==> src/rtl/dl_pkg.sv <==
// Shared definitions for the dl_* pipeline blocks: skid-buffer state encoding.
package dl_pkg;

  localparam int unsigned SKB_STATE_W = 2;

  typedef enum logic [SKB_STATE_W-1:0] {
    SKB_EMPTY = 2'd0,
    SKB_BUSY  = 2'd1,
    SKB_FULL  = 2'd2
  } skb_state_e;

endpackage

==> src/rtl/dl_reg_en_arst.sv <==
// Parameterised enable register with asynchronous active-high reset.
module dl_reg_en_arst #(
  parameter int unsigned         W       = 32,
  parameter logic [W-1:0]        RST_VAL = '0
) (
  input  logic         clk,
  input  logic         rst,
  input  logic         en_i,
  input  logic [W-1:0] d_i,
  output logic [W-1:0] q_o
);

  always_ff @(posedge clk or posedge rst) begin
    if (rst) begin
      q_o <= RST_VAL;
    end else if (en_i) begin
      q_o <= d_i;
    end
  end

endmodule

==> src/rtl/dl_skid_buf.sv <==
// Two-entry valid/ready skid buffer with registered in_ready/out_valid.
// Optional synchronous flush input enabled by DL_SKID_BUF_FLUSH_EN.
module dl_skid_buf
  import dl_pkg::*;
#(
  parameter int unsigned          NUM_BITS = 32,
  parameter logic [NUM_BITS-1:0]  RST_VAL  = '0
) (
  input  logic                clk,
  input  logic                rst,
  input  logic                in_valid,
  output logic                in_ready,
  input  logic [NUM_BITS-1:0] in_data,
  output logic                out_valid,
  input  logic                out_ready,
  output logic [NUM_BITS-1:0] out_data
`ifdef DL_SKID_BUF_FLUSH_EN
  ,
  input  logic                flush
`endif
);

  skb_state_e          state_q, state_d;
  logic                in_ready_q, in_ready_d;
  logic                out_valid_q, out_valid_d;
  logic                in_fire, out_fire;
  logic                main_en, skid_en, main_from_skid;
  logic [NUM_BITS-1:0] main_d, skid_q;

  assign in_fire   = in_valid & in_ready_q;
  assign out_fire  = out_valid_q & out_ready;
  assign in_ready  = in_ready_q;
  assign out_valid = out_valid_q;

  // State and handshake flops; handshakes are decoded from the next state.
  always_ff @(posedge clk or posedge rst) begin
    if (rst) begin
      state_q     <= SKB_EMPTY;
      in_ready_q  <= 1'b1;
      out_valid_q <= 1'b0;
    end else begin
      state_q     <= state_d;
      in_ready_q  <= in_ready_d;
      out_valid_q <= out_valid_d;
    end
  end

  always_comb begin
    state_d        = state_q;
    main_en        = 1'b0;
    skid_en        = 1'b0;
    main_from_skid = 1'b0;
    case (state_q)
      SKB_EMPTY: begin
        if (in_fire) begin
          main_en = 1'b1;
          state_d = SKB_BUSY;
        end
      end
      SKB_BUSY: begin
        if (in_fire && out_fire) begin
          main_en = 1'b1;
        end else if (in_fire) begin
          skid_en = 1'b1;
          state_d = SKB_FULL;
        end else if (out_fire) begin
          state_d = SKB_EMPTY;
        end
      end
      SKB_FULL: begin
        if (out_fire) begin
          main_en        = 1'b1;
          main_from_skid = 1'b1;
          state_d        = SKB_BUSY;
        end
      end
      default: state_d = SKB_EMPTY;
    endcase
`ifdef DL_SKID_BUF_FLUSH_EN
    // Flush empties the buffer but leaves both data registers untouched.
    if (flush) begin
      state_d        = SKB_EMPTY;
      main_en        = 1'b0;
      skid_en        = 1'b0;
      main_from_skid = 1'b0;
    end
`endif
  end

  always_comb begin
    in_ready_d  = (state_d != SKB_FULL);
    out_valid_d = (state_d != SKB_EMPTY);
    main_d      = main_from_skid ? skid_q : in_data;
  end

  dl_reg_en_arst #(.W(NUM_BITS), .RST_VAL(RST_VAL)) u_main (
    .clk  (clk),
    .rst  (rst),
    .en_i (main_en),
    .d_i  (main_d),
    .q_o  (out_data)
  );

  dl_reg_en_arst #(.W(NUM_BITS), .RST_VAL(RST_VAL)) u_skid (
    .clk  (clk),
    .rst  (rst),
    .en_i (skid_en),
    .d_i  (in_data),
    .q_o  (skid_q)
  );

endmodule

==> config.mk <==
export PLATFORM = sky130hd
export DESIGN_NAME = dl_skid_buf
export DESIGN_NICKNAME = d
export VERILOG_FILES = /design/src/rtl/dl_pkg.sv /design/src/rtl/dl_reg_en_arst.sv /design/src/rtl/dl_skid_buf.sv
export SDC_FILE = /design/constraint.sdc
export NUM_CORES = 1
export LEC_CHECK = 0
export BUFFER_PORTS_ARGS = -buffer_cell sky130_fd_sc_hd__buf_2
export CAP_MARGIN = 20
export CORE_MARGIN = 5
export CORE_UTILIZATION = 44
export CTS_CLUSTER_SIZE = 25
export DETAILED_ROUTE_END_ITERATION = 8
export PLACE_DENSITY = 0.68
export SLEW_MARGIN = 40
export SYNTH_ARGS = -nofsm -noshare
export SYNTH_HDL_FRONTEND = slang
export SYNTH_SLANG_ARGS = --single-unit
export TNS_END_PERCENT = 20
==> constraint.sdc <==
create_clock -name clk -period 5.8 [get_ports clk]
set_input_delay 1.74 -clock clk [delete_from_list [all_inputs] [get_ports clk]]
set_output_delay 1.74 -clock clk [all_outputs]
set_load 0.02 [all_outputs]
==> flow_metrics.tcl <==
set metrics [dict create \
    post_synth_instance_area_um2 3210 \
    finClkSkew_ns 0.00958 \
    post_cts_resize_count 0 \
    synth-seq-area-share_pct 53.0 \
    irDropWorstVdd_mv 0.301 \
    critical_path_arrival_ns 3.38 \
    grt_start_max_net_pins 51 \
    fp.dieArea_um2 9110 \
    layout_commonest_cell "sky130_fd_sc_hd__buf_2" \
    timing_worst_setup_path_type "input pin to flop" \
    finalMaxSlewViolations 0 \
    drt_first_pass_iters 4 \
    drt_drc_violations_left 0 \
    period_minus_slack_ns 3.17 \
    detail-route-antenna-nets 0 \
    final_net_count 298 \
    met3_usage_pct 4.34 \
    clockBufferDepth 2 \
    worst_setup_path_startpoint "out_ready" \
    worst_path_max_delay_cell "sky130_fd_sc_hd__buf_4" \
    grt_setup_unrepaired "no" \
    slew_headroom_pct 58.8 \
    drt_wl_total_um 5460 \
    dominant_delay_contributor_by_cell_family_on_the_critical_path "buffers and inverters" \
    power.density_cell_area_nw_per_um2 552 \
    synth_enable_flop_cells 0 \
    rr_endpoint "u_main.q_o[30]$_DFFE_PP0P_" \
    hold_viol 0 \
    startpoint_of_the_worst_register_to_register_path "state_q[1]$_DFF_PP0_" \
    crit_fanout 32 \
    initial_core_util_pct 44.8 \
    clk_root_buffer_cell "sky130_fd_sc_hd__clkbuf_8" \
    setup_bufs_post_cts 0 \
    timing.critical_path.cells "buf_2 -> nand4b_4 -> o31ai_4 -> buf_4 -> mux2_2" \
    synthesis.area_per_instance_um2 17.2 \
    timing.max_cap.violations 0 \
    detailed_place.area_um2 3650 \
    grt_busiest_layer "met2" \
    synth.lib_cells_used.distinct 19 \
    drt_iter0_markers 55 \
    core-area_um2 7180 \
    leakagePower_uw 0.00189 \
    gr-usage-met2_pct 20.2 \
    globalRouteOverflowTotal 0 \
    globalRouteMet1Util_pct 16.9 \
    antenna_cells 0 \
    final-setup-viol-count 0 \
    worst_skew_pair.late_latency_ns 0.33 \
    antenna_found_initial 0 \
    area_growth_pct 18.9 \
    path_buf_inv 2 \
    route.detailed.vias_per_inst 4.75 \
    rrSetupSlack_ns 3.57 \
    setup.worst_path.end_class "flop" \
    fp.dieW_um 95.4 \
    cts_hold_repair.buffers 0 \
    grt_pass1_wl_um 9040 \
    synth_cells 187 \
    worst_setup_hold_path_clk_slew_ns 0.08 \
    number_of_cts_inserted_buffers 9 \
    first_global_vias 1864 \
    number_of_h_tree_branching_levels 3 \
    total_nets_after_synthesis 223 \
    timing.fmax_mhz 315 \
    finalNonFillerCells 366 \
    via_count 1740 \
    run_status "complete, no violations" \
    routed_wire_length_per_instance_um 14.9 \
    asyncSetResetFlopFracSynth_pct 100 \
    layout-drive-gt1-share_pct 71.2 \
    final_instance_area_um2 3820 \
    totalNegativeSetupSlack_ns 0 \
    startpoint_type_of_the_worst_setup_path "input pin" \
    timing.hold.worst.class "flop to flop" \
    endpoint "u_main.q_o[30]$_DFFE_PP0P_" \
    worst_pin_slew_ns 0.618 \
    post_route_clock_period_utilization_pct 54.7 \
    final_cell_mix "sky130_fd_sc_hd__buf_2, sky130_fd_sc_hd__dfrtp_1, sky130_fd_sc_hd__mux2_4" \
    cp.required_ns 6.01 \
    groute.usage.overall_pct 13.2 \
    post-place-cells 350 \
    cts.sinks 68 \
    io_buffer_count 69 \
    cts_tree "yes" \
    layout.core_utilization_pct 53.2 \
    gp_congestion 0.683 \
    critical_path_depth 5 \
    synth_top_flop_cell "sky130_fd_sc_hd__dfrtp_1" \
    chipHeight_um 95.4 \
    place_hpwl_um 3650 \
    reg2reg_depth 4 \
    yosysWarnings 0 \
    critical-path-max-stage-delay_ns 0.52 \
    placement_rows 31 \
    synth-seq-cells 68 \
    num_io_pins 70 \
]
-- synthesized netlist by cell type, types with 2 or more instances --
master	number	area share [%]
sky130_fd_sc_hd__o21ai_0	2	0.31
sky130_fd_sc_hd__dfrtp_1	67	52
sky130_fd_sc_hd__mux2_4	58	27
sky130_fd_sc_hd__mux2_2	37	13
sky130_fd_sc_hd__buf_4	3	0.70
sky130_fd_sc_hd__buf_6	6	2.1
sky130_fd_sc_hd__a21oi_1	2	0.31
-- metrics by stage --
stage,power (µW),worst slack [ns],hold WS (ns)
2_1_floorplan,1570,2.35,0.477
3_3_place_gp,1770,1.92,0.474
3_5_place_dp,1800,2.24,0.472
4_1_cts,2140,2.60,0.490
5_1_grt,2240,2.54,0.516
6_report,2110,2.63,0.486
-- metal layers --
metal,routed length (µm),vias up
li1,-,820
met1,2510,875
met2,2530,40
met3,358,5
met4,57,0
met5,0,-
-- logic make-up after synthesis --
kind of cell / after synthesis / synth area share [%]
muxes: 96 / 40.4
DFF: 68 / 53.0
AOI/OAI and AO/OA: 6 / 1.36
xor gates and xnor gates: 1 / 0.273
buffers and inverters: 10 / 2.92
and+or+nand+nor: 6 / 1.99
-- power breakdown --
group	switching [µW]	internal, µW
clock network	174	164
registers	136	723
logic	406	505
-- area by class of cell --
cell class | count | area, µm²
Clock buffer | 11 | 141
Fill cell | 596 | 3360
Timing Repair Buffer | 73 | 395
Multi-Input combinational cell | 109 | 1420
Inverter | 1 | 3.75
Tap cell | 99 | 124
Clock inverter | 5 | 27.5
Sequential cell | 68 | 1700
-- worst min path at each step --
| stage | startpoint | endpoint | slack, ns | cells past startpoint |
|---|---|---|---|---|
| 2_1_floorplan | u_skid.q_o[29]$_DFFE_PP0P_ | u_skid.q_o[29]$_DFFE_PP0P_ | 0.48 | 1 |
| 3_3_place_gp | u_main.q_o[31]$_DFFE_PP0P_ | u_main.q_o[31]$_DFFE_PP0P_ | 0.47 | 1 |
| 3_5_place_dp | u_main.q_o[31]$_DFFE_PP0P_ | u_main.q_o[31]$_DFFE_PP0P_ | 0.47 | 1 |
| 4_1_cts | u_main.q_o[31]$_DFFE_PP0P_ | u_main.q_o[31]$_DFFE_PP0P_ | 0.49 | 1 |
| 5_1_grt | u_skid.q_o[13]$_DFFE_PP0P_ | u_skid.q_o[13]$_DFFE_PP0P_ | 0.52 | 1 |
| 6_report | u_main.q_o[31]$_DFFE_PP0P_ | u_main.q_o[31]$_DFFE_PP0P_ | 0.49 | 1 |
-- registers in the layout, indices dropped and copies added, names as in the netlist --
signal,flops
out_valid,1
state_q,2
u_skid.q_o,32
in_ready,1
u_main.q_o,32
Power figures use the tool's default switching activity.
